==> config.mk <==
export PLATFORM = sky130hd
export DESIGN_NAME = difftest_sched
export DESIGN_NICKNAME = d
export VERILOG_FILES = /design/src/rtl/difftest_sched.sv
export SDC_FILE = /design/constraint.sdc
export NUM_CORES = 1
export LEC_CHECK = 0
export ABC_AREA = 0
export BUFFER_PORTS_ARGS = -buffer_cell sky130_fd_sc_hd__buf_2
export CORE_MARGIN = 4
export CORE_UTILIZATION = 40
export DETAILED_ROUTE_END_ITERATION = 8
export GPL_TIMING_DRIVEN = 0
export SKIP_CTS_REPAIR_TIMING = 1
export SLEW_MARGIN = 10
export SYNTH_ARGS = -nofsm -noshare
export SYNTH_HDL_FRONTEND = slang
export SYNTH_SLANG_ARGS = --single-unit
==> constraint.sdc <==
create_clock -name clock -period 8.4 [get_ports clock]
set_clock_uncertainty 0.05 [all_clocks]
set_input_delay 1.68 -clock clock [delete_from_list [all_inputs] [get_ports clock]]
set_output_delay 1.68 -clock clock [all_outputs]
set_load 0.005 [all_outputs]
==> src/rtl/difftest_sched.sv <==
// Difftest event scheduler: serialises retire/exception events from writeback into the
// single trace recorder port, buffering bursts in a small FIFO and draining on halt.
module difftest_sched #(
  parameter int unsigned DEPTH = 8,
  parameter int unsigned AW    = 3
) (
  input  logic        clock,
  input  logic        reset,
  input  logic        wb_valid,
  input  logic [31:0] wb_pc,
  input  logic [31:0] wb_inst,
  input  logic        wb_inv,
  input  logic        wb_ex,
  input  logic        wb_ertn,
  input  logic [5:0]  wb_ecode,
  input  logic [8:0]  wb_esubcode,
  input  logic [31:0] wb_ex_pc,
  output logic        wb_ready,
  input  logic        halt_req,
  input  logic        dt_ready,
  output logic        dt_valid,
  output logic [31:0] dt_pc,
  output logic [31:0] dt_inst,
  output logic        dt_inv,
  output logic        dt_ex,
  output logic        dt_ertn,
  output logic [5:0]  dt_ecode,
  output logic [8:0]  dt_esubcode,
  output logic [31:0] dt_ex_pc,
  output logic        halt_done
);

  typedef enum logic [1:0] {StRun, StDrain, StDone} state_e;

  // data carries the instruction word for commits, {ecode, esubcode} for exc/ertn
  typedef struct packed {
    logic [1:0]  kind;
    logic [31:0] pc;
    logic [31:0] data;
    logic        inv;
  } entry_t;

  localparam logic [1:0] KindNone   = 2'd0;
  localparam logic [1:0] KindCommit = 2'd1;
  localparam logic [1:0] KindExc    = 2'd2;
  localparam logic [1:0] KindErtn   = 2'd3;

  entry_t        mem_q [DEPTH];
  logic [AW-1:0] rptr_q, rptr_d, wptr_q, wptr_d;
  logic [AW:0]   count_q, count_d;
  entry_t        out_q, out_d;
  state_e        state_q, state_d;

  entry_t     in0, in1, wr0;
  logic       has_commit, has_event;
  logic [1:0] n_in, n_wr;
  logic       out_empty, load, fifo_empty, pop, bypass;

  // Two free slots are needed since one cycle can carry a commit plus an exception.
  assign wb_ready = ~reset & (state_q == StRun) & (count_q <= (AW+1)'(DEPTH - 2));

  // Build incoming entries in program order and decide push/pop/bypass for this cycle.
  always_comb begin
    has_commit = wb_ready & wb_valid;
    has_event  = wb_ready & (wb_ex | wb_ertn);
    n_in       = {1'b0, has_commit} + {1'b0, has_event};

    in1.kind = wb_ex ? KindExc : KindErtn;
    in1.pc   = wb_ex_pc;
    in1.data = {17'b0, wb_ecode, wb_esubcode};
    in1.inv  = 1'b0;

    in0 = in1;
    if (has_commit) begin
      in0.kind = KindCommit;
      in0.pc   = wb_pc;
      in0.data = wb_inst;
      in0.inv  = wb_inv;
    end

    out_empty  = (out_q.kind == KindNone);
    load       = out_empty | dt_ready;
    fifo_empty = (count_q == '0);
    pop        = load & ~fifo_empty;
    // With an empty FIFO the oldest incoming event skips storage, giving one-cycle latency.
    bypass     = load & fifo_empty & (n_in != 2'd0);

    wr0  = bypass ? in1 : in0;
    n_wr = bypass ? (n_in - 2'd1) : n_in;

    out_d = out_q;
    if (pop) begin
      out_d = mem_q[rptr_q];
    end else if (bypass) begin
      out_d = in0;
    end else if (load) begin
      out_d = '0;
    end

    rptr_d  = rptr_q + AW'(pop);
    wptr_d  = wptr_q + AW'(n_wr);
    count_d = count_q + (AW+1)'(n_wr) - (AW+1)'(pop);
  end

  // Run/drain/done sequencing; halt requests outside RUN are ignored.
  always_comb begin
    state_d = state_q;
    unique case (state_q)
      StRun:   if (halt_req) state_d = StDrain;
      StDrain: if (fifo_empty && out_empty) state_d = StDone;
      StDone:  state_d = StDone;
      default: state_d = StRun;
    endcase
  end

  // Pointer, count, output stage and FSM registers.
  always_ff @(posedge clock) begin
    if (reset) begin
      rptr_q  <= '0;
      wptr_q  <= '0;
      count_q <= '0;
      out_q   <= '0;
      state_q <= StRun;
    end else begin
      rptr_q  <= rptr_d;
      wptr_q  <= wptr_d;
      count_q <= count_d;
      out_q   <= out_d;
      state_q <= state_d;
    end
  end

  // FIFO storage; contents are logically discarded by the pointer reset.
  always_ff @(posedge clock) begin
    if (!reset && n_wr != 2'd0) mem_q[wptr_q] <= wr0;
    if (!reset && n_wr == 2'd2) mem_q[wptr_q + AW'(1)] <= in1;
  end

  assign dt_valid    = (out_q.kind == KindCommit);
  assign dt_ex       = (out_q.kind == KindExc);
  assign dt_ertn     = (out_q.kind == KindErtn);
  assign dt_pc       = dt_valid ? out_q.pc : 32'd0;
  assign dt_inst     = dt_valid ? out_q.data : 32'd0;
  assign dt_inv      = dt_valid & out_q.inv;
  assign dt_ex_pc    = (dt_ex | dt_ertn) ? out_q.pc : 32'd0;
  assign dt_ecode    = (dt_ex | dt_ertn) ? out_q.data[14:9] : 6'd0;
  assign dt_esubcode = (dt_ex | dt_ertn) ? out_q.data[8:0] : 9'd0;
  assign halt_done   = (state_q == StDone);

endmodule

After elaboration in Yosys (flattened, before gate mapping)
Memory sizes are Yosys's and may differ from the RTL's. A register that Yosys moved wholly into a read port is not among the register bits.
Index checks and enable logic that the tools add are counted.
Cells by class
  add/subtract/negate cells: 7
  multiply operators: 0
  div/mod/pow operators: 0
  order comparisons: 1
  eq/ne operators: 8
  shifts and indexed selects: 0
  multiplexer cells: 20
  bitwise logic cells: 13
  reductions and logical operators: 11
Operators with widths (number)
  67-bit 2-to-1 mux: 5
  32-bit 2-to-1 mux: 3
  9-bit 2-to-1 mux: 1
  1-bit bitwise AND: 8
  2-bit equality test, second input constant: 4
  2-bit 2-to-1 mux: 3
  6-bit 2-to-1 mux: 1
  2-bit one-hot mux with 3 select lines: 1
  1-bit 2-to-1 mux: 5
  4-bit by 2-bit adder with 4-bit output: 1
  2-bit by 1-bit equality test with 1-bit output, second input constant: 2
  4-bit by 3-bit less-or-equal comparator with 1-bit output, second input constant: 1
  2-bit logical NOT: 2
  4-bit logical NOT: 1
  2-bit inequality test, second input constant: 2
  2-bit nonzero test: 2
  4-bit by 1-bit subtractor with 4-bit output: 1
  3-bit by 1-bit adder with 3-bit output: 1
  3-bit by 1-bit adder with 3-bit output, second input constant: 1
  3-bit by 2-bit adder with 3-bit output: 1
  1-bit logical AND: 3
  3-bit 2-to-1 mux: 1
  1-bit OR: 3
  3-bit nonzero test: 1
  5 further kinds: 6
Word-level totals
  register bits: 79
  bits in latches: 0
  memory bits (writable): 536
  ROM bits: 0
  input port bits: 119
  word-level logic and storage cells: 69
  memories kept: 1
Memories
  mem_q: depth 8, bits a word 67, rd ports 1, clocked after memory_dff 1, wr ports 2, line 48  | entry_t mem_q [DEPTH];

Depth between registers and ports, before layout
Gate-level depths: netlist of run 1.
  depth in word-level cells: 12
  gate-level depth with buffers: 20

Worst setup path after synthesis of run 1
Ideal clock, no wire load.
  path kind: input to register
  start: in reset
  end: mem mem_q[2][10] (netlist name) (enable)
  setup time: 0.522 ns
  arrival: 7.182 ns
  required time: 7.828 ns
  path slack: 0.646 ns
  cell stages on the path: 12
  buffers on the path: 4
  cells stage by stage: and3b_1 > and3_1 > clkbuf_1 > inv_2 > buf_2 > ha_1 > or4b_1 > buf_4 > nor2_8 > a31oi_2 > buf_2 > o21ai_0
RTL lines
  start: declaration: line 8  | input logic reset,
  end: declaration: line 48

==> impl_metrics.ini, run 1 <==
[worst_setup_path]
critPathCaptureType = flop
critical_path_peak_fanout = 10
crit_type = input port to flop
crit_required_ps = 8830
critPathLaunchType = input port
crit_arrival_ps = 6900

[yosys]
synth_common_cells = edfxtp_1 (384), a22o_1 (372), dfxtp_1 (231)
synth-main-ff-cell = edfxtp_1
synthArstFlopShare = 0
netlist_area_um2 = 30400
syn_inst = 2494
synth.avg_cell_area_um2 = 12.2
synth_cell_types = 67
synth_edf_count = 384
post-synth-top-count-cell = edfxtp_1
synth_seq_cells = 615
yosysWarnings = 0
netlist.top_cell.by_area = edfxtp_1
ys_seq_area_frac = 0.531
synthTopCellsByArea = edfxtp_1 (38%), dfxtp_1 (15%), a22o_1 (11%)
syn_nets = 2633
synth_top_area_frac = 0.379

[power]
irDropWorstVdd_mv = 0.169
cellPowerDensity_nw_per_um2 = 299
power.internal_uw = 6730
swShare = 0.358
seqPwrFrac = 0.370
power_frac_clock = 0.288
power.net_switching_uw = 3750
p_total_uw = 10500
pwr-share-comb = 0.342
p_leak_uw = 0.0119

[status]
status = completed

[sta]
fin_ws_ps = 1930
fmax_ghz = 0.155
timing.final.crit_share = 0.770
rsz0062_at_grt = false
hold-worst-slack_ps = 398
timing.slew.headroom = 0.165
final_max_slew_viol_count = 0
period_minus_slack_ps = 6470
tightestPinTransition_ps = 1250
setup_viol = 0
hold_violations = 0

[finish]
stdcell_count = 3753
fillers = 6758
area_growth_pct = 15.1
nets = 2860
drive_above_1_share = 0.199

[clock_tree]
cts_tree = yes
h-tree-depth = 3
clock_path_buffers = 3
clkSinkCount = 615
clock_latency_ps = 620
cts_made_buffers = 69
cts_root_buf = clkbuf_16
clk_pin_slew_worst_paths_ps = 60

[route]
drc = 0
finalWirelength_um = 111000
via_count = 24000
firstDrtPassIters = 6
ant_nets = 0
wire_per_inst_um = 29.7
routed_via_density = 6.40
dr.first_iter.drc_count = 2334

[floorplan]
coreArea_um2 = 74900
initial_utilization = 0.406
die_h_um = 284
io_pins = 236
chipWidth_um = 284
num_rows = 100
dieArea_um2 = 80500

[global_routing]
track_usage = 0.267
antenna_found_initial = 14
grt_first_pass_wirelength_um = 162000
grt_pass1_vias = 24200
grt_max_degree = 49
grt-ovfl-total = 0

[place]
place.gp.congestion = 0.923
dp_cells = 3619
portBuffers = 141
place.detailed.hpwl_um = 77300
place_ws_ps = 1570

[hold_path]
min_path_type = flop to flop

[job]
max_cap_viol_count = 0
==> area by class of cell <==
| class | instances | area, um^2 | area share |
|---|---|---|---|
| Clock buffer | 105 | 2030 | 0.0579 |
| Buffer | 339 | 1520 | 0.0435 |
| Timing Repair Buffer | 156 | 1070 | 0.0307 |
| Clock inverter | 20 | 204 | 0.00583 |
| Sequential cell | 615 | 16200 | 0.461 |
| Multi-Input combinational cell | 1511 | 12700 | 0.362 |
| Antenna cell | 9 | 22.5 | 0.000643 |
| Inverter | 29 | 119 | 0.00340 |
| Tap cell | 969 | 1210 | 0.0346 |
==> through the flow <==
stage	util	cell area, um^2	TNS (ps)
floorplan	-	30400	0
global route	0.467	35000	0
global placement	0.431	32300	-603240
detailed placement	0.437	32800	0
finish	0.467	35000	0
CTS	0.467	35000	0
==> critical path: stages <==
cell and delay (ps):
buf_2 210, clkbuf_1 950, and4b_1 360, o21ai_0 360
ha_1 250, clkbuf_2 190, o21bai_1 140, a211oi_2 500
nand2_1 230, nor2_1 300, clkbuf_1 680, clkbuf_1 760
a22o_1 270
==> layout by cell type, fill, tap and decap left out, types with 84 or more instances in the layout <==
master | Yosys | routed
a21oi_1 | 93 | 93
a22o_1 | 372 | 372
and2_1 | 117 | 117
buf_2 | 66 | 207
clkbuf_1 | 190 | 211
dfxtp_1 | 231 | 231
edfxtp_1 | 384 | 384
mux2i_1 | 97 | 97
mux4_2 | 87 | 87
nand2_1 | 84 | 84
nor2_1 | 89 | 89
o21ai_0 | 128 | 126
==> worst paths after layout <==
path	startpoint	endpoint	slack, ps	depth (start not counted)
setup / recovery	reset	mem_q[5][12]$_DFFE_PP_	1930	13
hold / removal	mem_q[7][66]$_SDFFE_PP1P_	mem_q[7][66]$_SDFFE_PP1P_	400	2
setup reg to reg	state_q[0]$_SDFFE_PP0P_	mem_q[5][12]$_DFFE_PP_	2740	16
hold reg to reg	mem_q[7][66]$_SDFFE_PP1P_	mem_q[7][66]$_SDFFE_PP1P_	400	2
==> logic make-up (layout without fill, tap and decap cells) <==
kind of cell / Yosys count / count (layout) / share of synthesized area
compound gates: 832 / 832 / 0.213
flops: 615 / 615 / 0.531
simple gates: 403 / 403 / 0.0710
buf+inv: 368 / 649 / 0.0536
mux: 250 / 250 / 0.121
fa+ha+maj: 20 / 20 / 0.00872
xor+xnor: 6 / 6 / 0.00173
other cells: 0 / 9 / 0
==> flip-flops by register name, summed over array words and instances, names as in the netlist <==
| name | flops |
|---|---|
| wptr_q | 3 |
| rptr_q | 3 |
| count_q | 4 |
| mem_q | 536 |
| state_q | 2 |
| out_q | 67 |
==> power groups by stage <==
stage	sequential (uW)	clock [uW]	combinational, uW
floorplan	3840	0	2260
global placement	3960	0	3410
detailed placement	3930	0	3540
CTS	3870	3020	3560
global route	3900	3150	3820
finish	3880	3020	3590
==> layer usage <==
layer  share of wire  GRT usage
met4           0.041      0.109
met5         0.00012          0
met1            0.40      0.348
met3           0.088     0.0594
met2            0.47      0.434
(Power assumes the default switching activity.)
==> run 2, diff against run 1 <==
==> constraint.sdc (replaced) <==
create_clock -name clock -period 6.7 [get_ports clock]
set_clock_uncertainty 0.05 [all_clocks]
set_input_delay 1.34 -clock clock [delete_from_list [all_inputs] [get_ports clock]]
set_output_delay 1.34 -clock clock [all_outputs]
set_load 0.005 [all_outputs]
==> impl_metrics.ini, run 2 (same netlist as run 1, synthesis figures left out) <==
[route]
finalWirelength_um = 112000
ant_nets = 0
routed_via_density = 6.41
firstDrtPassIters = 6
via_count = 24100
dr.first_iter.drc_count = 2705
wire_per_inst_um = 29.9
drc = 0

[hold_path]
whs_endpoint = mem_q[5][66]$_SDFFE_PP1P_
min_path_type = flop to flop
hold_depth = 2
hold_path_startpoint = mem_q[5][66]$_SDFFE_PP1P_

[finish]
fin_util = 0.466
layout_common_cells = edfxtp_1 (384), a22o_1 (372), dfxtp_1 (231)
regMostFlops = mem_q
regArea_um2 = 16200
nets = 2858
multi_input_area_um2 = 12700
largest_reg_flops = 536
final_common_cell = edfxtp_1
design_area_um2 = 34900
area_growth_pct = 14.9
fillers = 6785
stdcell_count = 3753
drive_above_1_share = 0.199
reg_top3 = mem_q: 536 flops, out_q: 67 flops, count_q: 4 flops

[job]
max_cap_viol_count = 0

[worst_setup_path]
critical_path_peak_fanout = 10
critPathLaunchType = input port
r2r_cells = 16
worst-path-buf-inv = 5
critical_path.top_delay_family = buffers and inverters
crit_type = input port to flop
timing.rr.start = state_q[0]$_SDFFE_PP0P_
crit_arrival_ps = 6430
crit_path_cell_trace = buf_2 > clkbuf_1 > and4b_1 > o21ai_0 > ha_1 > clkbuf_2 > o21bai_1 > a211oi_2 > nand2_1 > nor2_1 > clkbuf_1 > clkbuf_1 > a22o_1
r2r_end = mem_q[5][12]$_DFFE_PP_
slowest_stage = clkbuf_1
crit_required_ps = 7130
critPathCaptureType = flop
crit_path_max_incr_delay_ps = 810
crit_top_cell = clkbuf_1
rrSetupSlack_ps = 1030

[sta]
timing.slew.headroom = 0.204
fmax_ghz = 0.167
hold_violations = 0
setup_viol = 0
final_max_slew_viol_count = 0
tightestPinTransition_ps = 1190
timing.final.crit_share = 0.896
hold-worst-slack_ps = 397
period_minus_slack_ps = 6000
fin_ws_ps = 699
rsz0062_at_grt = false

[clock_tree]
clkSinkCount = 615
clock_latency_ps = 620
clock_path_buffers = 3
cts_tree = yes
h-tree-depth = 3
cts_root_buf = clkbuf_16
cts_made_buffers = 69
clk_pin_slew_worst_paths_ps = 60

[global_routing]
antenna_found_initial = 11
grt_first_pass_wirelength_um = 164000
grt-ovfl-total = 0
grt_max_degree = 49
grt_pass1_vias = 24300
track_usage = 0.270

[floorplan]
num_rows = 100
chipWidth_um = 284
die_h_um = 284
dieArea_um2 = 80500
coreArea_um2 = 74900
initial_utilization = 0.406
io_pins = 236

[place]
dp_cells = 3617
placed_area_um2 = 32700
place_ws_ps = 199
place.detailed.hpwl_um = 78000
portBuffers = 141
place.gp.congestion = 0.905

[power]
p_leak_uw = 0.0119
irDropWorstVdd_mv = 0.189
cellPowerDensity_nw_per_um2 = 377

[status]
status = completed
run 2: cell count changes in the layout (fill, tap and decap cells not counted), sizes merged:
cell,before,now
clkinvlp,0,1
inv,31,32
clkinv,15,17
bufinv,3,2
buf,304,302
clkbuf,296,295
run 2: report_power, final:
group / internal, uW / total (uW) / switching, uW / leakage (uW)
combinational: 1670 / 4560 / 2880 / 0.00565
clock: 2170 / 3770 / 1600 / 0.00109
sequential: 4570 / 4850 / 289 / 0.00512
run 2: per-layer routing:
layer	vias up	global-route usage	wire length, um
met5	-	0	23
met2	1351	0.437	52500
met1	12100	0.353	44900
li1	10300	-	-
met4	4	0.119	4960
met3	307	0.0552	9830
run 2: how the worst max path moves through the flow:
stage	startpoint	to	slack (ps)	cells after the start
final	reset	mem_q[5][12]$_DFFE_PP_	700	13
after CTS	reset	mem_q[5][5]$_DFFE_PP_	840	13
after global placement	reset	mem_q[2][50]$_DFFE_PP_	-3260	11
after detailed placement	reset	mem_q[4][46]$_DFFE_PP_	200	13
after global routing	reset	mem_q[4][52]$_DFFE_PP_	550	13
after floorplan	reset	mem_q[2][10]$_DFFE_PP_	600	12
run 2: final cells by class:
class,count,share of cell area
Antenna cell,9,0.000645
Buffer,339,0.0436
Clock buffer,104,0.0576
Clock inverter,23,0.00544
Inverter,29,0.00340
Multi-Input combinational cell,1511,0.363
Sequential cell,615,0.462
Tap cell,969,0.0347
Timing Repair Buffer,154,0.0294
run 2: metrics by stage:
stage | total power [uW] | setup TNS, ps
finish | 13200 | 0
global route | 13700 | 0
detailed placement | 9410 | 0
CTS | 13100 | 0
global placement | 9240 | -739160
floorplan | 7640 | 0
run 2: worst min-delay path: stages (launching register included):
cell,delay [ps]
dfxtp_1,310
inv_1,50
a21oi_1,50
